--- config.mk ---
export PLATFORM = sky130hd
export DESIGN_NAME = alu_reg_file
export DESIGN_NICKNAME = d
export VERILOG_FILES = /design/src/rtl/alu_reg_file.sv
export SDC_FILE = /design/constraint.sdc
export NUM_CORES = 1
export LEC_CHECK = 0
export ABC_CLOCK_PERIOD_IN_PS = 5100
export CAP_MARGIN = 0
export CORE_MARGIN = 2
export CORE_UTILIZATION = 45
export CTS_CLUSTER_SIZE = 12
export DETAILED_ROUTE_END_ITERATION = 12
export DONT_BUFFER_PORTS = 1
export PLACE_DENSITY = 0.69
export SLEW_MARGIN = 20
export SYNTH_ARGS = -nofsm -noshare
export SYNTH_HDL_FRONTEND = slang
export SYNTH_SLANG_ARGS = --single-unit
--- constraint.sdc ---
create_clock -name CLK -period 5.1 [get_ports CLK]
set_input_delay 1.53 -clock CLK [delete_from_list [all_inputs] [get_ports CLK]]
set_output_delay 1.53 -clock CLK [all_outputs]
set_load 0.02 [all_outputs]
--- src/rtl/alu_reg_file.sv ---
// rtl/alu_reg_file.sv - four-entry register file feeding ALU operands; optional flag register via REGFILE_FLAGS_EN
module alu_reg_file #(
    parameter int WIDTH = 8,
    parameter int NREG  = 4
) (
    input  logic             CLK,
    input  logic             RSTn,
    input  logic [WIDTH-1:0] I,
    input  logic [3:0]       RegSel,
    input  logic [1:0]       FunSel,
    input  logic [1:0]       OutASel,
    input  logic [1:0]       OutBSel,
    output logic [WIDTH-1:0] OutA,
    output logic [WIDTH-1:0] OutB
`ifdef REGFILE_FLAGS_EN
    ,
    input  logic [3:0]       ZCNOIn,
    input  logic             FlagWE,
    output logic [3:0]       Flags
`endif
);

    typedef enum logic [1:0] {
        FUN_CLR = 2'b00,
        FUN_LD  = 2'b01,
        FUN_DEC = 2'b10,
        FUN_INC = 2'b11
    } fun_e;

    logic [WIDTH-1:0] regs_q [NREG];
    logic [WIDTH-1:0] regs_d [NREG];

    // Each selected register applies the op to its own value; wrap is natural modulo arithmetic.
    always_comb begin
        for (int k = 0; k < NREG; k++) begin
            regs_d[k] = regs_q[k];
            if (RegSel[k]) begin
                case (fun_e'(FunSel))
                    FUN_CLR: regs_d[k] = '0;
                    FUN_LD:  regs_d[k] = I;
                    FUN_DEC: regs_d[k] = regs_q[k] - WIDTH'(1);
                    FUN_INC: regs_d[k] = regs_q[k] + WIDTH'(1);
                    default: regs_d[k] = regs_q[k];
                endcase
            end
        end
    end

    always_ff @(posedge CLK or negedge RSTn) begin
        if (!RSTn) begin
            for (int k = 0; k < NREG; k++) regs_q[k] <= '0;
        end else begin
            for (int k = 0; k < NREG; k++) regs_q[k] <= regs_d[k];
        end
    end

    assign OutA = regs_q[OutASel];
    assign OutB = regs_q[OutBSel];

`ifdef REGFILE_FLAGS_EN
    logic [3:0] flags_q;
    logic [3:0] flags_d;

    assign flags_d = FlagWE ? ZCNOIn : flags_q;

    always_ff @(posedge CLK or negedge RSTn) begin
        if (!RSTn) flags_q <= 4'b0000;
        else       flags_q <= flags_d;
    end

    assign Flags = flags_q;
`endif

endmodule

After elaboration in Yosys (flattened, before gate mapping)

Index checks and enable logic that the tools add are counted.

$add $sub $neg: 8
Order comparisons: 2
Equal/unequal tests: 3
Muxes and demuxes: 10
Bitwise logic cells: 2
Reduce and logical (&&, ||, !) cells: 1

Operators with widths:

| cell                                                                | number |
|---|---|
| 8-bit one-hot mux with 4 select lines                               | 4 |
| 8-bit by 1-bit adder with 8-bit output (second input constant)      | 4 |
| 8-bit binary-select mux with 2-bit select                           | 2 |
| 8-bit two-way mux                                                   | 4 |
| 8-bit by 1-bit subtractor with 8-bit output (second input constant) | 4 |
| 3-bit >= comparator (second input constant)                         | 2 |
| 2-bit inverter with 3-bit output                                    | 2 |
| 2-bit == test (second input constant)                               | 2 |
| 2-bit by 1-bit == test with 1-bit output (second input constant)    | 1 |
| 2-bit logical NOT                                                   | 1 |

Register bits after elaboration: 32
Output and inout port bits: 16

Logic depth before layout (Yosys ltp)

Depth in word-level cells: 4
Gate-level depth with buffers: 11
Depth with buffers taken out: 9

Worst setup path after synthesis

OpenSTA, ideal clock, no wires.

Path type: input-to-reg
From: input port FunSel[1]
To: register regs_q[31] (netlist bit)
Library setup time: 126 ps
Data arrival time: 4148 ps
Data required time: 4974 ps
Path slack: 825 ps
Cell stages on the path: 10
Cells stage by stage: clkbuf_1 > clkbuf_1 > nand2_1 > ha_1 > a21o_1 > a21o_1 > a211oi_2 > xnor2_1 > nor3_1 > a311o_1

Cells in the longest elaborated chain, start to end: 2
Elaborated cells on any way between the ends: 5
Those cells by class: eq/ne: 3; mux: 1; reduce/logical: 1

Ends and longest elaborated chain:

| element                                 | RTL line | text |
|---|---|---|
| from (decl)                             | 10       | `input logic [1:0] FunSel,` |
| 2-bit == test (tied with other cells)   | 38       | `case (fun_e'(FunSel))` |
| 8-bit one-hot mux with 4 select lines * | 38       |  |
| to (decl)                               | 30       | `logic [WIDTH-1:0] regs_q [NREG];` |

Every way passes the cells marked *; elsewhere a longest branch is shown, timed or not.
A chain may end at the register's enable or synchronous reset.

Worst setup path in the final report

Ends and elaborated chain as after synthesis.

==> impl_metrics.prom <==
# TYPE chip_impl_metric gauge
chip_impl_info{name="outcome",value="finished clean"} 1
chip_impl_metric{name="slew_violations",unit=""} 0
chip_impl_metric{name="maxSlewHeadroom",unit=""} 0.360
chip_impl_metric{name="sequential_area_share_after_synthesis",unit=""} 0.280
chip_impl_metric{name="largest_reg_flops",unit=""} 32
chip_impl_metric{name="synthAdderAreaFrac",unit=""} 0.133
chip_impl_metric{name="insertedDiodeCount",unit=""} 0
chip_impl_metric{name="io_buffer_count",unit=""} 0
chip_impl_metric{name="antenna_violating_nets_post_route",unit=""} 0
chip_impl_metric{name="clock_tree.buffer_depth",unit=""} 2
chip_impl_info{name="hp-start",value="regs_q[6]"} 1
chip_impl_metric{name="synthSimpleGateAreaFrac",unit=""} 0.102
chip_impl_info{name="ys_top_cells_by_count",value="42 x a21oi_1, 32 x dfrtp_1, 24 x ha_1"} 1
chip_impl_info{name="cp_cell_sequence",value="nand2_1 > ha_1 > a21o_1 > a21o_1 > a211oi_2 > xnor2_1 > nor3_1 > a311o_1"} 1
chip_impl_metric{name="wl_met3",unit="µm"} 271
chip_impl_metric{name="worst_vdd_drop",unit="V"} 0.000192
chip_impl_metric{name="route.detailed.wl_per_inst",unit="µm"} 19.1
chip_impl_metric{name="drv.max_cap_violation_count",unit=""} 0
chip_impl_metric{name="fmax",unit="MHz"} 265
chip_impl_info{name="crit_path_frequent_cell",value="a21o_1"} 1
chip_impl_metric{name="die_height",unit="µm"} 83.7
chip_impl_metric{name="grt_antenna_before_repair",unit=""} 0
chip_impl_metric{name="detail_route.first_pass.iterations",unit=""} 4
chip_impl_info{name="worst_path_max_delay_cell",value="ha_1"} 1
chip_impl_info{name="reg2reg_to",value="regs_q[31]"} 1
chip_impl_metric{name="cts.sinks",unit=""} 32
chip_impl_metric{name="clkSlewWorstSetupHoldPaths",unit="ns"} 0.07
chip_impl_metric{name="synthesized_area_fraction_occupied_by_xor_and_xnor_cells",unit=""} 0.0735
chip_impl_metric{name="cts_inserted_buffers",unit=""} 5
chip_impl_metric{name="muxShareOfSynthArea",unit=""} 0.156
chip_impl_metric{name="number_of_instances_on_the_worst_hold_path",unit=""} 2
chip_impl_metric{name="hold_bufs_inserted_after_cts",unit=""} 0
chip_impl_metric{name="total_power",unit="mW"} 1.33
chip_impl_metric{name="drt_drc_violations_left",unit=""} 0
chip_impl_metric{name="worst_path_largest_cell_delay",unit="ns"} 0.64
chip_impl_metric{name="die_area",unit="µm²"} 7010
chip_impl_metric{name="vias",unit=""} 2272
chip_impl_info{name="rsz0062_at_grt",value="no"} 1
chip_impl_metric{name="overall_routing_resource_usage",unit=""} 0.207
chip_impl_metric{name="hpwl",unit="mm"} 5.39
chip_impl_info{name="ctsRootBufferMaster",value="clkbuf_8"} 1
chip_impl_info{name="startpoint",value="FunSel[1]"} 1
chip_impl_metric{name="synth_compound_area_frac",unit=""} 0.225
chip_impl_metric{name="avgViaCountPerCell",unit=""} 6.24
chip_impl_metric{name="postSynthCellCount",unit=""} 294
chip_impl_metric{name="worst-r2r-setup-slack",unit="ns"} 2.95
chip_impl_metric{name="floorplan.initialDensity",unit=""} 0.458
chip_impl_metric{name="post_route_cells_drive_above_1_share",unit=""} 0.125
chip_impl_metric{name="drt-initial-drc-count",unit=""} 161
chip_impl_metric{name="grt.overflow.total",unit=""} 0
chip_impl_metric{name="grt_pass1_vias",unit=""} 2328
chip_impl_metric{name="num_rows",unit=""} 29
chip_impl_metric{name="fp.coreArea",unit="µm²"} 6240
chip_impl_metric{name="worstPathArrival",unit="ns"} 3.96
chip_impl_info{name="yosys.area.top_type",value="dfrtp_1"} 1
chip_impl_metric{name="rr_worst_depth",unit=""} 7
chip_impl_metric{name="netlist.area_leader.share",unit=""} 0.280
chip_impl_info{name="worst_hold_path_type",value="flip-flop to flip-flop"} 1
chip_impl_metric{name="yosys_warnings",unit=""} 0
chip_impl_info{name="cts_tree",value="built"} 1
chip_impl_metric{name="power.leakage",unit="nW"} 1.26
chip_impl_metric{name="clock-skew-final",unit="ns"} 0.00576
chip_impl_metric{name="yosys_register_bits",unit=""} 32
chip_impl_metric{name="syn-mean-instance-area",unit="µm²"} 9.72
chip_impl_metric{name="min_period_over_period",unit=""} 0.741
chip_impl_metric{name="finalCoreUtilization",unit=""} 0.484
chip_impl_metric{name="final-hold-violation-count",unit=""} 0
chip_impl_info{name="yosysMostFrequentCell",value="a21oi_1"} 1
chip_impl_metric{name="post-cts-setup-buffer-count",unit=""} 0
chip_impl_metric{name="grt_max_degree",unit=""} 37
chip_impl_metric{name="die_x",unit="µm"} 83.7
chip_impl_metric{name="postCtsResizedCells",unit=""} 0
chip_impl_metric{name="post-route-worst-setup-slack",unit="ns"} 1.32
chip_impl_metric{name="setup_viol",unit=""} 0
chip_impl_info{name="synth_area_leaders",value="dfrtp_1 28%, mux4_2 13%, ha_1 11%"} 1
chip_impl_metric{name="io_pins",unit=""} 36
chip_impl_metric{name="clock_latency_at_the_later_pin_of_the_worst_skew_pair",unit="ns"} 0.29
chip_impl_metric{name="critical_path_required",unit="ns"} 5.28
chip_impl_metric{name="met1_wirelength",unit="mm"} 2.96
chip_impl_info{name="endpoint_kind",value="flip-flop"} 1
chip_impl_metric{name="route.final.wire_length",unit="mm"} 6.96
chip_impl_metric{name="synth_nets",unit=""} 342
chip_impl_metric{name="routed-wl-met2",unit="mm"} 3.60
chip_impl_metric{name="dp.cells",unit=""} 356
chip_impl_metric{name="timing.critical_path.fanout_max",unit=""} 36
chip_impl_metric{name="min_period",unit="ns"} 3.78
chip_impl_info{name="register_bank_with_the_most_flops",value="regs_q"} 1
chip_impl_info{name="synth_top_family_by_area",value="compound AO/OA/AOI/OAI gates"} 1
chip_impl_info{name="timing.critical_path.from_type",value="input pin"} 1
chip_impl_info{name="biggestRegsByFlops",value="regs_q: 32 flops"} 1
chip_impl_info{name="r2r_start",value="regs_q[25]"} 1
chip_impl_metric{name="count_of_flip_flops_with_a_built_in_enable_after_synthesis",unit=""} 0
chip_impl_metric{name="post_synth_num_cell_types",unit=""} 27
chip_impl_info{name="timing_worst_setup_path_type",value="input pin to flip-flop"} 1
chip_impl_metric{name="syn2layout_area_growth",unit="%"} 5.69
chip_impl_metric{name="syn_area",unit="µm²"} 2860
chip_impl_metric{name="pre_cts_worst_setup_slack",unit="ns"} 1.03
chip_impl_info{name="synth_flop_cell",value="dfrtp_1"} 1
chip_impl_metric{name="grt_pass1_wl",unit="mm"} 11.5
chip_impl_metric{name="cellPowerDensity",unit="nW/µm²"} 441
chip_impl_metric{name="place.gp.congestion",unit=""} 0.817
chip_impl_metric{name="num-nets-final",unit=""} 334
chip_impl_metric{name="h_tree_levels",unit=""} 2
chip_impl_metric{name="worst_margin_pin_slew",unit="ns"} 0.958
chip_impl_metric{name="synth-async-reset-ratio",unit=""} 1.00
chip_impl_info{name="top_signal_layer_used",value="met4"} 1
chip_impl_metric{name="setup_tns",unit="ns"} 0
chip_impl_metric{name="finish.cell_count_without_fillers",unit=""} 364
chip_impl_info{name="worst_hold_path.endpoint",value="regs_q[6]"} 1
==> where the power goes <==
part / internal [mW] / leakage [nW] / switching (mW)
registers: 0.320 / 0.383 / 0.0907
clock network: 0.172 / 0.0645 / 0.103
logic: 0.317 / 0.809 / 0.330
==> per-stage QoR <==
stage	hold slack, ns	instance area [µm²]
5_1_grt	0.623	3020
4_1_cts	0.589	3020
3_5_place_dp	0.573	2900
3_3_place_gp	0.555	2900
2_1_floorplan	0.507	2860
6_report	0.583	3020
==> cells in the final DEF, fill, tap and decap left out, types with 5 or more instances in the layout <==
cell type  instances
inv_1              7
a21oi_1           42
dfrtp_1           32
mux4_2            16
and2_1             6
nor3_1             8
a31oi_1            7
xnor2_1           16
a21o_1            16
nand2_1           15
nor2b_1            7
ha_1              24
nor2_1            18
a211oi_2           7
mux2_2             5
xor2_1             8
o21ai_0           21
clkbuf_8           7
==> critical path, delay by kind of cell <==
family                     cells  cell delay, ns
AOI/OAI and AO/OA              4            0.95
and+or+nand+nor                2            0.64
adders and majority gates      1            0.64
xor gates and xnor gates       1            0.18
==> worst max-delay path by stage <==
| stage | endpoint |
|---|---|
| floorplan | regs_q[31] |
| global placement | regs_q[31] |
| detailed placement | regs_q[31] |
| CTS | regs_q[31] |
| global route | regs_q[23] |
| finish | regs_q[31] |
==> final cells by class <==
type                            count  area [µm²]
Tap cell                           77        96.3
Clock buffer                        7        96.3
Sequential cell                    32         801
Multi-Input combinational cell    240        1970
Clock inverter                      1        30.0
Inverter                            7        26.3
Fill cell                         615        3220
==> logic make-up after synthesis <==
| group | after synthesis |
|---|---|
| xor+xnor | 24 |
| buf+inv | 22 |
| mux | 24 |
| flops | 32 |
| fa+ha+maj | 28 |
| simple gates | 62 |
| compound gates | 102 |
==> layer usage <==
layer,GRT usage,vias up
met3,0.0317,11
met4,0.0689,0
met2,0.360,46
met5,0,-
met1,0.263,1142
li1,-,1073
(Power assumes the default switching activity.)
